## src/rtl/uart_tx_sched.sv

```systemverilog
// UART transmit scheduler: a byte FIFO feeding a strobe/handshake FSM that paces the uart transmitter.
// A strobe that the uart does not acknowledge within START_TO cycles is repeated with the same byte.
module uart_tx_sched #(
  parameter int DEPTH    = 16,
  parameter int AW       = 4,
  parameter int START_TO = 8
) (
  input  logic          clk,
  input  logic          rst,
  input  logic          enable,
  input  logic          wr_en,
  input  logic [7:0]    wr_data,
  input  logic          clr_ovf,
  input  logic          tx_is_transmitting,
  output logic          tx_transmit,
  output logic [7:0]    tx_byte,
  output logic          full,
  output logic          empty,
  output logic [AW:0]   count,
  output logic          overflow,
  output logic          busy
);

  localparam int CW = (START_TO > 2) ? $clog2(START_TO) : 1;

  typedef enum logic [1:0] {IDLE, LOAD, WAIT_START, WAIT_DONE} state_t;

  state_t          state, state_nxt;
  logic [CW-1:0]   retry, retry_nxt;
  logic [7:0]      mem [DEPTH];
  logic [AW-1:0]   wptr, rptr;
  logic            push, pop;

  assign full  = (count == (AW+1)'(DEPTH));
  assign empty = (count == '0);
  assign busy  = (state != IDLE);
  // A full FIFO rejects the write even when a pop frees a slot on the same edge.
  assign push  = wr_en & ~full;

  always_ff @(posedge clk) begin
    if (push) mem[wptr] <= wr_data;
  end

  always_ff @(posedge clk or posedge rst) begin
    if (rst) begin
      wptr     <= '0;
      rptr     <= '0;
      count    <= '0;
      overflow <= 1'b0;
    end else begin
      if (push) wptr <= wptr + 1'b1;
      if (pop)  rptr <= rptr + 1'b1;
      case ({push, pop})
        2'b10:   count <= count + 1'b1;
        2'b01:   count <= count - 1'b1;
        default: count <= count;
      endcase
      if (wr_en && full)  overflow <= 1'b1;
      else if (clr_ovf)   overflow <= 1'b0;
    end
  end

  always_ff @(posedge clk or posedge rst) begin
    if (rst) begin
      state   <= IDLE;
      retry   <= '0;
      tx_byte <= 8'h00;
    end else begin
      state <= state_nxt;
      retry <= retry_nxt;
      if (pop) tx_byte <= mem[rptr];
    end
  end

  always_comb begin
    state_nxt   = state;
    retry_nxt   = retry;
    pop         = 1'b0;
    tx_transmit = 1'b0;
    case (state)
      IDLE: begin
        if (enable && !empty) begin
          pop       = 1'b1;
          retry_nxt = '0;
          state_nxt = LOAD;
        end
      end
      LOAD: begin
        tx_transmit = 1'b1;
        state_nxt   = WAIT_START;
      end
      WAIT_START: begin
        // Retry fires when the incremented count would reach START_TO-1, so strobes are START_TO apart.
        if (tx_is_transmitting) begin
          state_nxt = WAIT_DONE;
        end else if (retry == CW'(START_TO - 2)) begin
          retry_nxt = '0;
          state_nxt = LOAD;
        end else begin
          retry_nxt = retry + 1'b1;
        end
      end
      WAIT_DONE: begin
        if (!tx_is_transmitting) state_nxt = IDLE;
      end
      default: state_nxt = IDLE;
    endcase
  end

endmodule

```

## config.mk

```make
export PLATFORM = sky130hd
export DESIGN_NAME = uart_tx_sched
export DESIGN_NICKNAME = d
export VERILOG_FILES = /design/src/rtl/uart_tx_sched.sv
export SDC_FILE = /design/constraint.sdc
export NUM_CORES = 1
export LEC_CHECK = 0
export ABC_AREA = 1
export CAP_MARGIN = 10
export CORE_MARGIN = 2
export CORE_UTILIZATION = 54
export DETAILED_ROUTE_END_ITERATION = 10
export PLACE_DENSITY = 0.75
export SETUP_SLACK_MARGIN = 0.3
export SKIP_LAST_GASP = 1
export SLEW_MARGIN = 20
export SYNTH_ARGS = -nofsm -noshare
export SYNTH_HDL_FRONTEND = slang
export SYNTH_SLANG_ARGS = --single-unit
```

## constraint.sdc

```tcl
create_clock -name clk -period 2.15 [get_ports clk]
set_clock_uncertainty 0.2 [all_clocks]
set_input_delay 0.43 -clock clk [delete_from_list [all_inputs] [get_ports clk]]
set_output_delay 0.43 -clock clk [all_outputs]
set_load 0.02 [all_outputs]
```

## Word-level counts from Yosys, hierarchy flattened

Memory sizes are Yosys's and may differ from the RTL's. A register that Yosys moved wholly into a read port is not among the register bits.
Cells that the tools add are included.
Widths: inputs -> output; s select.

- Register bits: 19
- Input port bits: 14
- RAM bits: 128
- Memories: 1
- Output and inout bits: 18

- Equality and inequality tests: 11
- Reductions and logical operators: 11
- Add/sub/neg operators: 5
- Bitwise operators: 2
- Muxes and demuxes: 17

Memory list:

| memory | words | bits a word | rd ports | clocked after memory_dff | write ports | line | source |
|---|---|---|---|---|---|---|---|
| mem | 16 | 8 | 1 | 1 | 1 | 30 | `logic [7:0] mem [DEPTH];` |

Operator list:

| kind | number |
|---|---|
| $pmux 5 s2 | 1 |
| $mux 3 | 3 |
| $add 4x1->4 const B | 2 |
| $mux 2 | 4 |
| $pmux 2 s4 | 1 |
| $reduce_bool 2->1 | 4 |
| $mux 1 | 7 |
| $eq 2x2->1 const B | 3 |
| $ne 2x2->1 const B | 3 |
| $pmux 3 s2 | 1 |
| $reduce_and 3->1 | 2 |
| $add 5x1->5 const B | 1 |
| $eq 5x5->1 const B | 1 |
| $logic_not 5->1 | 1 |
| $sub 5x1->5 const B | 1 |
| $eq 2x1->1 const B | 2 |
| $add 3x1->3 const B | 1 |
| $eq 3x3->1 const B | 1 |
| $ne 3x3->1 const B | 1 |
| $logic_and 1x1->1 | 2 |
| $logic_not 2->1 | 1 |
| $and 1x1->1 | 1 |
| $logic_not 1->1 | 1 |
| $not 1->1 | 1 |

## Depth between registers and ports, before layout

Gate-level depths: netlist (run 1).

- Depth after elaboration: 7
- Mapped depth: 15

## Least setup slack after synthesis (run 1)

OpenSTA, ideal clock, no wires.

- Kind: register to register
- Start: register count[1]
- End: register count[4]
- Required time: 1833 ps
- Buffers on the path: 1
- Data arrival time: 2153 ps
- Period minus slack after synthesis: 2470 ps
- Path slack: -320 ps
- Setup time: 117 ps
- Cell stages (with the launch flop): 16
- Cells stage by stage: dfrtp_1 nor2_1 nand4_1 nand3_2 inv_1 buf_2 ha_1 xor2_1 ha_1 inv_1 nand2_1 nand3_1 nand2_1 xor2_1 nand2_1 nand2_1

- Word-level cells in the longest chain between the ends: 7

Ends and longest elaborated chain:

| element | line | source |
|---|---|---|
| from (decl) | 19 | `output logic [AW:0] count,` |
| from (signal assigned) | 54 | `2'b10: count <= count + 1'b1;` |
| from (signal assigned) | 55 | `2'b01: count <= count - 1'b1;` |
| from (signal assigned) | 56 | `default: count <= count;` |
| $logic_not 5->1 * | 35 | `assign empty = (count == '0);` |
| $logic_not 1->1 * | 82 | `if (enable && !empty) begin` |
| $logic_and 1x1->1 * | 82 |  |
| $mux 1 * | 82 |  |
| $mux 1 * | 80 | `case (state)` |
| named net pop | 32 | `logic push, pop;` |
| $eq 2x1->1 or $eq 2x2->1 (tied branches) | 53 | `case ({push, pop})` |
| $pmux 5 s2 or $reduce_bool 2->1 (tied branches) | n/a |  |

Mark *: on every way through the listed nets, which the timed path passes. The rest lies on a longest branch.
A chain may end at the register's enable or synchronous reset.

## Worst setup path in the final report (run 1)

- Start: register count[0]
- End: register count[2]

- Word-level cells in the longest chain between the ends: 7

Ends and longest elaborated chain:

| element | line |
|---|---|
| $logic_not 5->1 | 35 |
| $logic_not 1->1 | 82 |
| $logic_and 1x1->1 | 82 |
| $mux 1 | 82 |
| $mux 1 | 80 |
| $eq 2x1->1 or $eq 2x2->1 (tied branches) | 53 |
| $pmux 5 s2 or $reduce_bool 2->1 (tied branches) | n/a |

Several ways; a longest one is shown, not always the timed one.

==> results by group, run 1 <==
Drt
  – Initial DRC Count: approximately 670
  – Total routed wirelength: 18420 um
  – Via count: ~5400
  – Vias per inst: 5.442
  – Final ANT Viol Nets: 0
  – # DRC: 0
  – Initial DRT Pass Iterations: 6
  – Wire per inst: 18.55 um

Layout
  – Inserted Diodes: 0
  – Final core area utilization: about 72%
  – Layout cells sized above 1: 20.58%
  – Final Non-Filler Cells: 993
  – Final Instance Area: between 9000 and 10000 um2
  – Area Overhead vs Synth: 30.03%
  – Fillers: 859
  – Final nets: 831

Yosys
  – Cells after Synth: 711
  – Largest family of logic cells by synthesized area: simple AND/OR/NAND/NOR gates
  – Flops & latches, synth: 155
  – Adder-Cell Fraction of Synth Area: approximately 1.6%
  – Top-area cell type share of the netlist area: 54.98%
  – Post-Synth XOR/XNOR Area: 1.253%
  – Area contributors post-synth: edfxtp_1 (55%), nand2_1 (12%), dfrtp_1 (9.7%), nand3_1 (7.4%), inv_1 (6.9%)
  – Cell Area, Synth: ~7000 um2
  – Synth warnings: 0
  – Post-synthesis mux area share: 0%
  – Count leader, synth: nand2_1
  – Sequential share of the synthesized area: ~65%
  – Top post-synthesis cells by count: nand2_1 (229), edfxtp_1 (128), inv_1 (128)
  – Simple-Gate Fraction of Synth Area: 21.91%
  – Number of synthesized flops with an enable pin: approximately 130
  – Net count after synthesis: roughly 730
  – Mean post-synth cell area: ~10 um2
  – Top FF cell, synth: edfxtp_1
  – Synth async-reset ratio: 17.42%
  – Post-synthesis compound-gate area fraction: 1.199%
  – Cell taking the most area after synthesis: edfxtp_1
  – Synth cell types: 28

Placed design
  – Post-placement cell count: 933
  – Placed cell area: around 7800 um2
  – Final HPWL DP: slightly above 10000 um
  – Port bufs: 31
  – GP Congestion: between 0.8 and 0.9
  – Dpl ws: -285.8 ps

Job
  – Max-Cap Viols: 0

Setup path
  – Kind of critical path: reg -> reg
  – CP arrival: 2420 ps
  – Worst Setup End Kind: flop
  – Largest stage delay, worst path: 420 ps
  – Setup crit start kind: flop
  – CP cell instances: nor2_4 -> nand4_1 -> nand3_2 -> inv_2 -> ha_4 -> xor2_2 -> ha_4 -> inv_2 -> nand2_4 -> a21oi_1 -> o21ai_0 -> o21ai_1
  – Worst Path Max Fanout: 3
  – Slowest stage cell, crit path: dfrtp_2
  – Worst path required time: around 2300 ps

Clock tree
  – CTS Buffer Depth: 2
  – Hold Buf Count CTS: 0
  – CTS Sinks: 155
  – TritonCTS buffer count: 17
  – CTS tree: yes
  – Worst-path clk slew: 60 ps
  – H-tree depth: 4
  – Worst skew pair latency: 430 ps
  – Root buf cell: clkbuf_16

Power
  – Total power: 12.27 mW
  – Peak VDD IR: slightly below 0.7 mV
  – Pwr dens: 1350 nW/um2
  – Leakage Power: between 4 and 5 nW

Global routing
  – Largest net degree at the start of global routing: 44
  – Vias in the first global route: 5138
  – Initial antenna violation count: 0
  – Global route overflow: 0
  – Gr usage total: around 25%
  – First-pass GRT wire length: 26810 um

Floorplan
  – Die area: 13870 um2
  – Io pins: 32
  – Chip width: between 100 and 150 um
  – Cell Rows: between 40 and 50
  – Height of the die: about 120 um
  – Core area: 12620 um2
  – Initial Util: 55.39%

Run status
  – Failing checks: negative setup slack
  – Status: finished with violations

STA
  – Period minus WS final: 2275 ps
  – Final slew viol count: 0
  – Final setup vio count: 3
  – Setup ws final: -125.3 ps
  – Slew margin rel.: 71.38%
  – Slew @ Worst Pin: 428.9 ps
  – Final Cycle Share: 105.8%
  – Fmax: 439.5 MHz
  – Final Hold Fails: 0
  – Unrepaired setup endpoints after global routing: yes

Worst hold path
  – Hold WC Path Type: in -> async
timing repair:
action	CTS	global route
setup buffers	16	9
resized for setup	86	70
gates cloned	2	1
endpoints found under the setup margin	80	148
pin swaps	8	19
cell type report:
class / count / area, um2 / area share, %
inverters: 131 / 515.5 / 5.671
clock inverters: 15 / 198.9 / 2.189
well taps: 172 / 215.2 / 2.368
flip-flops and latches: 155 / 4527 / 49.80
clock buffers: 17 / 425.4 / 4.680
multi-input cells: 397 / 2115 / 23.26
repair buffers: 106 / 1094 / 12.03
cells by family (layout without fill, tap and decap cells):
family | after synthesis | after routing
compound gates | 14 | 14
xor+xnor | 10 | 10
fa+ha+maj | 9 | 9
buf+inv | 159 | 269
flops | 155 | 155
simple gates | 364 | 364
cells in the final DEF (no fill, tap or decap), drive strengths merged:
cell	instances
inv	130
clkbuf	18
buf	83
a211oi	1
clkinvlp	2
nand3	105
o21ai	8
nor2	12
dlygate4sd2	9
o211ai	1
ha	9
a21oi	1
clkinv	10
xnor2	1
edfxtp	128
dfrtp	27
nand2	231
o21bai	1
bufinv	4
xor2	9
nor3	13
clkdlybuf4s50	13
a31o	1
a21boi	1
nand4	3
sequential cells by signal, summed over array words and instances (netlist names):
signal and flops:
mem 128, tx_byte 8, count 5, rptr 4
wptr 4, retry 3, state 2, overflow 1
routing by layer:
metal  vias to the layer above  track usage (%)  part of all wire [%]
met5                         -                0                     0
met4                         0            10.02                   3.3
met3                        59            6.250                   8.8
met2                       283            42.22                    51
met1                      2583            32.03                    36
li1                       2479                -                     -
report_power, final:
group	leakage, nW	switching [mW]	total [mW]	internal (mW)
logic	2.30	3.29	5.12	1.83
registers	1.48	0.249	4.00	3.75
clock network	0.305	1.21	3.15	1.94
stage by stage:
step                hold slack, ps  TNS, ps
floorplan                    282.4   -173.7
global placement             271.5    -3023
detailed placement           269.1    -3977
CTS                          167.6        0
global route                 221.9   -867.9
finish                       172.2   -248.9
final timing paths:
check                                  end  cells past startpoint  slack (ps)  startpoint
worst max-delay path              count[2]                     12        -130    count[0]
worst min-delay path               rptr[3]                      3         170         rst
worst max register to register    count[2]                     12        -130    count[0]
worst min register to register  tx_byte[4]                      2         280  tx_byte[4]
max in group asynchronous         count[0]                      3        1290         rst
min in group clk                tx_byte[4]                      2         280  tx_byte[4]
critical path: cells and delay by family (launching register included):
| family | cells | cell delay [ps] |
|---|---|---|
| adders and majority gates | 2 | 340 |
| and+or+nand+nor | 4 | 520 |
| AOI/OAI and AO/OA | 3 | 380 |
| DFF | 1 | 420 |
| buffers and inverters | 2 | 130 |
| xor gates and xnor gates | 1 | 190 |
Power figures use the tool's default switching activity.
==> inputs of run 2 (changes only) <==
--- a/config.mk
+++ b/config.mk
@@ -17,3 +17,4 @@
 export SYNTH_ARGS = -nofsm -noshare
 export SYNTH_HDL_FRONTEND = slang
 export SYNTH_SLANG_ARGS = --single-unit
+export TNS_END_PERCENT = 10
==> results by group, run 2 (synthesis results as in run 1) <==
Clock tree
  – CTS Buffer Depth: 2 (unchanged)
  – Worst skew pair latency: 420 ps (about the same)
  – TritonCTS buffer count: 17 (unchanged)
  – CTS tree: yes
  – Worst-path clk slew: 60 ps (about the same)
  – CTS Sinks: 155 (unchanged)
  – Root buf cell: clkbuf_16
  – H-tree depth: 4 (unchanged)
  – Hold Buf Count CTS: 0 (unchanged)

Placed design
  – Dpl ws: -304.0 ps (-18.23 ps)
  – GP Congestion: 0.8665 (+2.3%)
  – Final HPWL DP: 10110 um (-2.1%)
  – Port bufs: 31 (unchanged)
  – Placed cell area: 7752 um2 (-0.99%)
  – Post-placement cell count: 932 (-0.11%)

Drt
  – Final ANT Viol Nets: 0 (unchanged)
  – # DRC: 0 (unchanged)
  – Total routed wirelength: 16190 um (-12%)
  – Wire per inst: 16.68 um (-10%)
  – Initial DRC Count: 437 (-35%)
  – Via count: 5111 (-5.4%)
  – Initial DRT Pass Iterations: 5 (-1)
  – Vias per inst: 5.264 (-3.3%)

Global routing
  – Largest net degree at the start of global routing: 66 (+50%)
  – Vias in the first global route: 4988 (-2.9%)
  – First-pass GRT wire length: 24850 um (-7.3%)
  – Global route overflow: 0 (unchanged)
  – Gr usage total: 23.45% (-1.9 points)
  – Initial antenna violation count: 0 (unchanged)

Floorplan
  – Height of the die: 117.8 um (unchanged)
  – Cell Rows: 41 (unchanged)
  – Chip width: 117.8 um (unchanged)
  – Die area: 13870 um2 (unchanged)
  – Core area: 12620 um2 (unchanged)
  – Io pins: 32 (unchanged)
  – Initial Util: 55.39% (unchanged)

STA
  – Slew @ Worst Pin: 608.8 ps (+179.9 ps)
  – Final Hold Fails: 0 (unchanged)
  – Slew margin rel.: 59.29% (-12 points)
  – Final Cycle Share: 108.9% (+3.1 points)
  – Final setup vio count: 4 (+1)
  – Unrepaired setup endpoints after global routing: yes
  – Period minus WS final: 2341 ps (+65.93 ps)
  – Final slew viol count: 0 (unchanged)
  – Fmax: 427.1 MHz (-2.8%)
  – Setup ws final: -191.3 ps (-65.93 ps)

Layout
  – Final Non-Filler Cells: 971 (-2.2%)
  – Max reg flops: 128 (unchanged)
  – Inserted Diodes: 0 (unchanged)
  – Area Overhead vs Synth: 21.93%
  – Most frequent cells in the layout: nand2_1 (223), edfxtp_1 (128), inv_1 (122)
  – Biggest register: mem
  – Most common cell after layout, fill and taps aside: nand2_1
  – Final Instance Area: 8523 um2 (-6.2%)
  – Layout cells sized above 1: 15.39% (-5.2 points)
  – Final nets: 809 (-2.6%)
  – Fillers: 943 (+9.8%)
  – Top Registers: mem: 128 flops, tx_byte: 8 flops, count: 5 flops

Setup path
  – Setup crit start kind: flop
  – Worst path required time: 2290 ps (about the same)
  – Kind of critical path: reg -> reg
  – CP arrival: 2480 ps (+60 ps)
  – Worst Path Max Fanout: 3 (unchanged)
  – Worst Setup End Kind: flop

Run status
  – Failing checks: negative setup slack
  – Status: finished with violations

Power
  – Leakage Power: 3.832 nW (-6.4%)
  – Peak VDD IR: 0.7986 mV (+18%)
  – Pwr dens: 1345 nW/um2 (-0.33%)

Job
  – Max-Cap Viols: 0 (unchanged)

Worst hold path
  – Hold WC Path Type: in -> async
-- run 2: worst max-delay path, stage by stage (launching register included) --
cell	delay, ps
dfrtp_2	440
nor2_4	150
nand4_1	140
nand3_2	110
inv_2	60
ha_4	190
xor2_4	190
ha_4	160
inv_2	70
nand2_4	50
buf_4	140
a21oi_1	180
o21ai_1	110
o21ai_1	90
-- run 2: worst paths after layout --
| check | slack (ps) | from | cells past startpoint | to |
|---|---|---|---|---|
| setup / recovery | -190 | count[1] | 13 | count[2] |
| hold / removal | 200 | rst | 3 | overflow |
| setup reg to reg | -190 | count[1] | 13 | count[2] |
| hold reg to reg | 290 | tx_byte[0] | 2 | tx_byte[0] |
| max in group asynchronous | 1250 | rst | 3 | rptr[0] |
| min in group clk | 290 | tx_byte[0] | 2 | tx_byte[0] |
-- run 2: routing by layer --
metal | track usage, % | vias up | routed length [um]
met3 | 5.184 | 38 | 1355
met1 | 30.51 | 2415 | 6613
met5 | 0 | - | 0
li1 | - | 2421 | -
met4 | 9.789 | 0 | 480
met2 | 38.30 | 237 | 7742
-- run 2: metrics by stage --
step,hold WS [ps],setup TNS (ps),utilization [%],power [mW]
after floorplan,282.4,-168.0,-,6.722
after global placement,273.9,-939.9,61.43,7.923
after detailed placement,273.3,-1634,61.43,8.074
after CTS,193.6,-21.75,66.50,11.20
after global routing,266.1,-908.6,67.54,12.04
final,200.9,-509.5,67.54,11.47
-- run 2: cell type report --
class                   count  area, um2  share of cell area (%)
flip-flops and latches    155       4527                   53.11
multi-input cells         397       1943                   22.80
inverters                 131      491.7                   5.769
clock inverters            13      175.2                   2.055
clock buffers              19      432.9                   5.079
well taps                 172      215.2                   2.525
repair buffers             84      738.2                   8.661
-- run 2: where the power goes --
part	switching [mW]	internal [mW]
Combinational	2.82	1.58
Sequential	0.254	3.75
Clock	1.13	1.93
-- run 2: repair_timing --
| item | in CTS | in global routing |
|---|---|---|
| resized for setup | 29 | 27 |
| endpoints found under the setup margin | 55 | 161 |
| pin swaps | 3 | 13 |
| buffers inserted | 2 | 5 |
